--- config.mk ---
export PLATFORM = sky130hd
export DESIGN_NAME = axi_wr_arbiter
export DESIGN_NICKNAME = d
export VERILOG_FILES = /design/src/rtl/axi_arb_pkg.sv /design/src/rtl/rr_arb2.sv /design/src/rtl/axi_wr_arbiter.sv
export SDC_FILE = /design/constraint.sdc
export NUM_CORES = 1
export LEC_CHECK = 0
export ABC_CLOCK_PERIOD_IN_PS = 2200
export BUFFER_PORTS_ARGS = -buffer_cell sky130_fd_sc_hd__buf_4
export CAP_MARGIN = 10
export CORE_AREA = 2 2 89 91
export DETAILED_ROUTE_END_ITERATION = 8
export DIE_AREA = 0 0 91 93
export PLACE_DENSITY_LB_ADDON = 0.1
export SETUP_SLACK_MARGIN = 0.4
export SLEW_MARGIN = 20
export SYNTH_ARGS = -nofsm -noshare
export SYNTH_HDL_FRONTEND = slang
export SYNTH_SLANG_ARGS = --single-unit
--- constraint.sdc ---
create_clock -name AXI_ACLK -period 2.2 [get_ports AXI_ACLK]
set_input_delay 0.44 -clock AXI_ACLK [delete_from_list [all_inputs] [get_ports AXI_ACLK]]
set_output_delay 0.44 -clock AXI_ACLK [all_outputs]
set_load 0.03 [all_outputs]
--- src/rtl/axi_arb_pkg.sv ---
// Shared types and constants for the 2:1 AXI4-Lite write-channel arbiter.
package axi_arb_pkg;

  typedef enum logic [1:0] {
    IDLE = 2'd0,
    XFER = 2'd1,
    RESP = 2'd2
  } arb_state_t;

  localparam logic [1:0] RESP_OKAY   = 2'b00;
  localparam logic [1:0] RESP_SLVERR = 2'b10;

  localparam logic [1:0] GRANT_NONE = 2'b00;
  localparam logic [1:0] GRANT_M0   = 2'b01;
  localparam logic [1:0] GRANT_M1   = 2'b10;

endpackage

--- src/rtl/rr_arb2.sv ---
// Two-requester round-robin arbiter with a registered one-hot grant.
// The priority pointer moves to the master that was not just served.
module rr_arb2
  import axi_arb_pkg::*;
(
  input  logic       clk,
  input  logic       rst_n,
  input  logic [1:0] req,
  input  logic       load,
  input  logic       advance,
  output logic [1:0] grant,
  output logic       ptr
);

  logic [1:0] winner;

  // Pick a winner: a lone requester wins, a tie goes to the pointer's master.
  always_comb begin
    winner = GRANT_NONE;
    case (req)
      2'b01:   winner = GRANT_M0;
      2'b10:   winner = GRANT_M1;
      2'b11:   winner = ptr ? GRANT_M1 : GRANT_M0;
      default: winner = GRANT_NONE;
    endcase
  end

  // Grant and pointer registers: load in IDLE, release and rotate on advance.
  always_ff @(posedge clk or negedge rst_n) begin
    if (!rst_n) begin
      grant <= GRANT_NONE;
      ptr   <= 1'b0;
    end else if (advance) begin
      ptr   <= grant[0];
      grant <= GRANT_NONE;
    end else if (load && (req != 2'b00)) begin
      grant <= winner;
    end
  end

endmodule

--- src/rtl/axi_wr_arbiter.sv ---
// 2:1 AXI4-Lite write-channel arbiter: one outstanding transaction, registered
// B response to the owner, and a timeout that answers SLVERR on a hung slave.
module axi_wr_arbiter
  import axi_arb_pkg::*;
#(
  parameter int unsigned AXI_AWIDTH     = 32,
  parameter int unsigned AXI_DWIDTH     = 32,
  parameter int unsigned TIMEOUT_CYCLES = 64
) (
  input  logic                    AXI_ACLK,
  input  logic                    AXI_ARESETN,
  input  logic [AXI_AWIDTH-1:0]   M0_AWADDR,
  input  logic                    M0_AWVALID,
  output logic                    M0_AWREADY,
  input  logic [AXI_DWIDTH-1:0]   M0_WDATA,
  input  logic [AXI_DWIDTH/8-1:0] M0_WSTRB,
  input  logic                    M0_WVALID,
  output logic                    M0_WREADY,
  output logic [1:0]              M0_BRESP,
  output logic                    M0_BVALID,
  input  logic                    M0_BREADY,
  input  logic [AXI_AWIDTH-1:0]   M1_AWADDR,
  input  logic                    M1_AWVALID,
  output logic                    M1_AWREADY,
  input  logic [AXI_DWIDTH-1:0]   M1_WDATA,
  input  logic [AXI_DWIDTH/8-1:0] M1_WSTRB,
  input  logic                    M1_WVALID,
  output logic                    M1_WREADY,
  output logic [1:0]              M1_BRESP,
  output logic                    M1_BVALID,
  input  logic                    M1_BREADY,
  output logic [AXI_AWIDTH-1:0]   S_AWADDR,
  output logic                    S_AWVALID,
  input  logic                    S_AWREADY,
  output logic [AXI_DWIDTH-1:0]   S_WDATA,
  output logic [AXI_DWIDTH/8-1:0] S_WSTRB,
  output logic                    S_WVALID,
  input  logic                    S_WREADY,
  input  logic [1:0]              S_BRESP,
  input  logic                    S_BVALID,
  output logic                    S_BREADY,
  output logic [1:0]              GRANT
);

  localparam int unsigned CW = (TIMEOUT_CYCLES > 1) ? $clog2(TIMEOUT_CYCLES) : 1;
  localparam logic [CW-1:0] TMO_LAST = CW'((TIMEOUT_CYCLES > 0) ? TIMEOUT_CYCLES - 1 : 0);

  arb_state_t    state_q, state_d;
  logic [1:0]    grant;
  logic          unused_ptr;
  logic [1:0]    req;
  logic          aw_done_q, w_done_q, b_done_q, bvalid_q;
  logic [1:0]    bresp_q;
  logic [CW-1:0] tmo_cnt_q;
  logic          in_xfer, in_resp, sel_m1;
  logic          sel_awvalid, sel_wvalid, sel_bready;
  logic          aw_hs, w_hs, b_hs, all_done, tmo_fire, advance;

  assign req     = {M1_AWVALID | M1_WVALID, M0_AWVALID | M0_WVALID};
  assign in_xfer = (state_q == XFER);
  assign in_resp = (state_q == RESP);
  assign sel_m1  = grant[1];
  assign GRANT   = grant;

  // The pointer is kept inside the arbiter; the top only needs the grant.
  rr_arb2 u_rr_arb2 (
    .clk     (AXI_ACLK),
    .rst_n   (AXI_ARESETN),
    .req     (req),
    .load    (state_q == IDLE),
    .advance (advance),
    .grant   (grant),
    .ptr     (unused_ptr)
  );

  // Owner mux toward the slave, READY/B routing back to the owner only.
  always_comb begin
    S_AWADDR    = sel_m1 ? M1_AWADDR  : M0_AWADDR;
    S_WDATA     = sel_m1 ? M1_WDATA   : M0_WDATA;
    S_WSTRB     = sel_m1 ? M1_WSTRB   : M0_WSTRB;
    sel_awvalid = sel_m1 ? M1_AWVALID : M0_AWVALID;
    sel_wvalid  = sel_m1 ? M1_WVALID  : M0_WVALID;
    sel_bready  = sel_m1 ? M1_BREADY  : M0_BREADY;

    S_AWVALID = in_xfer & sel_awvalid & ~aw_done_q;
    S_WVALID  = in_xfer & sel_wvalid  & ~w_done_q;
    S_BREADY  = in_xfer;

    aw_hs    = S_AWVALID & S_AWREADY;
    w_hs     = S_WVALID  & S_WREADY;
    b_hs     = in_xfer & S_BVALID & ~b_done_q;
    all_done = (aw_done_q | aw_hs) & (w_done_q | w_hs) & (b_done_q | b_hs);
    tmo_fire = (TIMEOUT_CYCLES != 0) && in_xfer && !all_done && (tmo_cnt_q == TMO_LAST);
    advance  = in_resp & bvalid_q & sel_bready;

    M0_AWREADY = in_xfer & grant[0] & ~aw_done_q & S_AWREADY;
    M0_WREADY  = in_xfer & grant[0] & ~w_done_q  & S_WREADY;
    M1_AWREADY = in_xfer & grant[1] & ~aw_done_q & S_AWREADY;
    M1_WREADY  = in_xfer & grant[1] & ~w_done_q  & S_WREADY;
    M0_BVALID  = bvalid_q & grant[0];
    M1_BVALID  = bvalid_q & grant[1];
    M0_BRESP   = M0_BVALID ? bresp_q : RESP_OKAY;
    M1_BRESP   = M1_BVALID ? bresp_q : RESP_OKAY;
  end

  // Next-state decode for the IDLE/XFER/RESP sequence.
  always_comb begin
    state_d = state_q;
    case (state_q)
      IDLE:    if (req != 2'b00)        state_d = XFER;
      XFER:    if (all_done || tmo_fire) state_d = RESP;
      RESP:    if (advance)             state_d = IDLE;
      default:                          state_d = IDLE;
    endcase
  end

  // State, done flags, buffered B response and timeout counter.
  always_ff @(posedge AXI_ACLK or negedge AXI_ARESETN) begin
    if (!AXI_ARESETN) begin
      state_q   <= IDLE;
      aw_done_q <= 1'b0;
      w_done_q  <= 1'b0;
      b_done_q  <= 1'b0;
      bvalid_q  <= 1'b0;
      bresp_q   <= RESP_OKAY;
      tmo_cnt_q <= '0;
    end else begin
      state_q <= state_d;
      case (state_q)
        XFER: begin
          tmo_cnt_q <= tmo_cnt_q + CW'(1);
          if (aw_hs) aw_done_q <= 1'b1;
          if (w_hs)  w_done_q  <= 1'b1;
          if (b_hs) begin
            b_done_q <= 1'b1;
            bresp_q  <= S_BRESP;
          end
          if (tmo_fire)              bresp_q  <= RESP_SLVERR;
          if (all_done || tmo_fire)  bvalid_q <= 1'b1;
        end
        RESP: begin
          if (advance) begin
            aw_done_q <= 1'b0;
            w_done_q  <= 1'b0;
            b_done_q  <= 1'b0;
            bvalid_q  <= 1'b0;
            bresp_q   <= RESP_OKAY;
            tmo_cnt_q <= '0;
          end
        end
        default: ;
      endcase
    end
  end

endmodule
Word level (Yosys, flattened, before mapping)
Index checks and enable logic that the tools add are counted.
- memory bits (writable): 0
- flip-flop bits (word level): 17
- bits of input ports: 149
- memories: 0
- latch bits: 0
- logic and storage cells: 101
- ROM bits: 0
- mux-type cells: 30
- $mul: 0
- $add $sub $neg: 1
- shift operators: 0
- bitwise operators: 32
- div/mod/pow operators: 0
- order comparisons: 0
- equality and inequality tests: 13
- reduce and logical (&&, ||, !) cells: 16
- operator list (kind ; count):
    2-to-1 mux 32 bit ; 2
    AND 1 bit ; 24
    2-to-1 mux 2 bit ; 10
    AND reduction 3 bit ; 6
    one-hot mux 2 bit (3 select lines) ; 2
    one-hot mux 6 bit (2 select lines) ; 1
    inequality test 2 x 1 -> 1 bit (second input constant) ; 5
    2-to-1 mux 1 bit ; 8
    one-hot mux 1 bit (2 select lines) ; 4
    adder 6 x 1 -> 6 bit (second input constant) ; 1
    equality test 2 bit (second input constant) ; 3
    equality test 6 bit (second input constant) ; 1
    2-to-1 mux 6 bit ; 1
    nonzero test 2 bit ; 3
    OR 1 bit ; 5
    equality test 2 x 1 -> 1 bit (second input constant) ; 2
    2-to-1 mux 4 bit ; 1
    one-hot mux 2 bit (2 select lines) ; 1
    logical AND 1 bit ; 3
    inequality test 3 x 1 -> 1 bit (second input constant) ; 1
    NOT 1 bit ; 3
    logical NOT 2 bit ; 1
    inequality test 2 bit (second input constant) ; 1
    AND reduction 2 bit ; 1
    2 further kinds ; 2

Logic depth before layout (Yosys ltp)
- depth after elaboration: 13
- mapped depth: 7

By module
A second synthesis with hierarchy kept.
- cells, all modules: 188
- area total of the unflattened synthesis: 1836.8 um^2
- by module, submodules not included (module ; cells each ; seq. area each (um^2) ; instances ; area each (um^2)):
    axi_wr_arbiter ; 176 ; 350.3 ; 1 ; 1707.9
    rr_arb2 ; 12 ; 75.1 ; 1 ; 128.9

Worst setup path before layout
No wires, ideal clock.
- path type: register to output
- start point: reg u_rr_arb2.grant[1]
- end point: out S_WDATA[30]
- required time: 1.760 ns
- cell stages (with the launch flop): 5
- path slack: 0.084 ns
- data arrival time: 1.676 ns
- cell sequence: dfrtp_1 -> buf_6 -> clkbuf_1 -> clkbuf_1 -> mux2_2
- word-level cells in the longest chain between the ends: 1
- ends and longest elaborated chain (element ; RTL line ; text):
    start: declaration ; rr_arb2.sv:11 ; output logic [1:0] grant,
    start signal: assignment ; rr_arb2.sv:37 ; grant <= winner;
    2-to-1 mux 32 bit ; axi_wr_arbiter.sv:79 ; S_WDATA = sel_m1 ? M1_WDATA : M0_WDATA;
    end: declaration ; axi_wr_arbiter.sv:35 ; output logic [AXI_DWIDTH-1:0] S_WDATA,
No other way between the ends.

Worst setup path in the final report
- start point: reg u_rr_arb2.grant[1]
- end point: out S_WVALID
- word-level cells in the longest chain between the ends: 3
- ends and longest elaborated chain (element ; RTL line ; text):
    2-to-1 mux 1 bit ; axi_wr_arbiter.sv:82 ; sel_wvalid = sel_m1 ? M1_WVALID : M0_WVALID;
    AND 1 bit (2 in a row) ; axi_wr_arbiter.sv:86 ; S_WVALID = in_xfer & sel_wvalid & ~w_done_q;
    end: declaration ; axi_wr_arbiter.sv:37 ; output logic S_WVALID,
No other way between the ends.

==> results.ini <==
[status]
outcome = finished, final reports clean

[sta]
fmax_mhz = 503.1
setup_violations = 0
rsz0062_at_grt = yes
hold_viol_final = 0
worst_pin_slew_ns = 0.3777
setup_tns_ns = 0
min_period_ns = 1.988
clock_skew_ns = 0.005947
post-route-period-util_pct = 90.34
slew_viol_final = 0
slew_headroom_pct = 74.68

[flow_run]
maxCapViolCount = 0

[global_routing]
grt_pass1_wl_um = 14530
grt.total_usage_pct = 22.01
overflow = 0
antenna_found_initial = 0
grt_max_degree = 18
first_global_vias = 2503

[detailed_routing]
avgRoutedWirePerCell_um = 18.30
drc = 0
ant_nets = 0
drtIter0Drc = 51
drt-vias-per-instance = 4.548
vias = 2497
routed_wirelength_um = 10050
dr.pass1.iters = 4

[final_layout]
n_fill_cell = 625
layout.nets = 601
multi_input_area_um2 = 1623
seq_area_um2 = 429.2
stdcell_area_um2 = 4647
antenna_cells = 0
drive_above_1_share_pct = 81.88
areaGrowthSynthToFinish_pct = 143.4

[synth]
syn-num-nets = 346
ys_seq_area_share_pct = 22.28
synthSimpleGateAreaFrac_pct = 13.63
synth_xor_area_share_pct = 1.835
yosysWarnings = 0
netlist-cell-type-count = 41
synthAdderAreaFrac_pct = 2.621
synth_top_family_by_area = multiplexers
avgSynthCellArea_um2 = 9.893
synth_compound_area_share_pct = 13.11
syn_area_um2 = 1909
yosys-mux-area-fraction_pct = 42.79
synth-seq-cells = 17
synthesis.instances = 193

[setup_path]
arrival_ns = 1.55
cp-end-kind = primary output
cp.required_ns = 1.76
cp_slowest_stage_delay_ns = 0.52
critical-path-top-delay-family = flip-flops
critPathMaxFanout = 6
worst-path-buf-inv = 2
worstPathCellList = buf_12 > mux2_4 > and2_4 > buf_6
start_kind = register
slowest_stage = dfrtp_4
crit_type = register to primary output

[die]
rows = 32
initial_core_util_pct = 25.37
fp.dieH_um = 93
dieArea_um2 = 8463
boundaryPins = 232
die_w_um = 91
core_area_um2 = 7527

[pwr]
pwr_density_cell_nw_per_um2 = 1173
power_leakage_uw = 0.002287
vdd_ir_drop_max_uv = 780.6

[clocking]
postCtsHoldBufs = 0
clockBufferDepth = 2
cts_buffers = 3
cts-htree-levels = 1
cts.reportedPaths.clkPinSlew_ns = 0.08
clk_latency_ns = 0.26
root_buffer = clkbuf_8
cts.sinks = 17
cts_tree = yes

[placed_design]
place.gp.congestion = 0.7917
placed_area_um2 = 3841
hpwl_um = 7310
portBuffers = 231

[hold_path]
min_path_type = primary input to async pin

[worst reg2reg max path, cell delays in order, from the launching register on]
cell,delay [ns]
dfrtp_4,0.52
buf_6,0.14
mux2_4,0.31
buf_6,0.13
a21oi_4,0.18
o21ai_4,0.10
o211ai_2,0.17
mux2_4,0.31
[placed cells by master (no fill, tap or decap), types with 4 or more instances in the layout]
cell type	n
a21oi_1	4
and3_4	6
buf_16	6
buf_4	179
buf_6	70
dfrtp_1	16
mux2_2	48
mux2_4	21
nand2_1	12
nand3_1	5
nor2_1	8
o21ai_0	4
o21ai_1	5
[stage by stage]
| step | utilization [%] | hold slack [ns] | worst slack (ns) | instances | total power [uW] |
|---|---|---|---|---|---|
| 2_1_floorplan | - | 0.1444 | 0.3487 | 193 | 2954 |
| 6_report | 61.74 | 0.03269 | 0.2125 | 549 | 5452 |
| 3_5_place_dp | 51.03 | 0.3269 | 0.3439 | 520 | 4045 |
| 3_3_place_gp | 51.03 | 0.3266 | 0.3515 | 520 | 4025 |
| 5_1_grt | 61.74 | 0.04701 | 0.1777 | 549 | 5723 |
| 4_1_cts | 59.19 | 0.04598 | 0.2146 | 545 | 5176 |
[sequential cells by signal (all words and copies together), names as in the netlist]
name	cells
b_done_q	1
w_done_q	1
bvalid_q	1
u_rr_arb2.ptr	1
tmo_cnt_q	6
aw_done_q	1
state_q	2
bresp_q	2
u_rr_arb2.grant	2
[what timing repair did]
action,in CTS,in global routing
pin swaps,11,10
resized for setup,81,29
endpoints found under the setup margin,74,90
gates cloned,5,2
setup buffers,16,2
[synthesized netlist by cell type]
| master | number | share of area (%) |
|---|---|---|
| a21oi_1 | 4 | 1.0 |
| nor2_1 | 8 | 1.6 |
| xnor2_1 | 1 | 0.46 |
| a31oi_1 | 2 | 0.66 |
| o21ai_0 | 4 | 1.0 |
| o21ai_1 | 6 | 1.6 |
| o21a_1 | 2 | 0.79 |
| nand2b_1 | 1 | 0.33 |
| o211ai_1 | 3 | 1.2 |
| nor3_2 | 1 | 0.52 |
| inv_2 | 1 | 0.20 |
| clkbuf_1 | 3 | 0.59 |
| inv_1 | 4 | 0.79 |
| buf_6 | 1 | 0.59 |
| nand2_1 | 12 | 2.4 |
| mux2_4 | 2 | 1.6 |
| nor2_2 | 1 | 0.33 |
| nand3_1 | 8 | 2.1 |
| mux2_1 | 5 | 2.9 |
| dfrtp_1 | 17 | 22 |
| nor3b_1 | 1 | 0.39 |
| or3_1 | 1 | 0.33 |
| xor2_1 | 3 | 1.4 |
| mux2_2 | 64 | 38 |
| a2bb2oi_1 | 1 | 0.46 |
| and2_1 | 4 | 1.3 |
| ha_1 | 4 | 2.6 |
| and4_1 | 1 | 0.46 |
| o21ai_2 | 2 | 0.92 |
| o221ai_4 | 1 | 1.4 |
| buf_2 | 6 | 1.6 |
| o211ai_4 | 1 | 1.1 |
| nor2b_1 | 3 | 0.98 |
| nand4_1 | 1 | 0.33 |
| o211ai_2 | 1 | 0.66 |
| mux2i_1 | 1 | 0.52 |
| a21oi_4 | 1 | 0.85 |
| o21bai_1 | 1 | 0.39 |
| and3_1 | 8 | 2.6 |
| o31ai_2 | 1 | 0.66 |
| a21o_1 | 1 | 0.39 |
[final timing paths]
kind / startpoint / endpoint / slack, ns / cells past startpoint
setup / recovery: u_rr_arb2.grant[1] / S_WVALID / 0.21 / 4
hold / removal: AXI_ARESETN / b_done_q / 0.03 / 1
setup reg to reg: u_rr_arb2.grant[1] / state_q[1] / 0.25 / 7
hold reg to reg: u_rr_arb2.ptr / u_rr_arb2.ptr / 0.51 / 2
max in group asynchronous: AXI_ARESETN / u_rr_arb2.grant[1] / 1.94 / 1
min in group AXI_ACLK: S_BRESP[0] / bresp_q[0] / 0.44 / 3
[routing by layer]
metal / vias to the layer above / routed length, um / part of all wire (%) / GRT usage (%)
li1: 1223 / - / - / -
met2: 99 / 5363 / 53 / 40.43
met1: 1167 / 3959 / 39 / 26.87
met5: - / 0 / 0 / 0
met3: 8 / 622 / 6.2 / 4.915
met4: 0 / 102 / 1.0 / 3.157
[power breakdown]
group	switching [uW]	internal, uW	total, uW
Combinational	2210	2350	4550
Sequential	184	467	651
Clock	123	126	249
Total	2510	2940	5450
[logic make-up after synthesis]
family	Yosys count
multiplexers	72
AND/OR/NAND/NOR	50
AO/OA/AOI/OAI	31
flip-flops	17
buffers and inverters	15
XOR/XNOR	4
adder cells (fa/ha/maj)	4
[cell type report]
class	instances	share of cell area [%]
clock buffer	3	0.8885
clock inverter	1	0.1077
multi-input combinational	161	34.92
timing repair buffer	260	51.70
sequential	17	9.235
tap	102	2.746
inverter	5	0.4039
(Power assumes the default switching activity.)
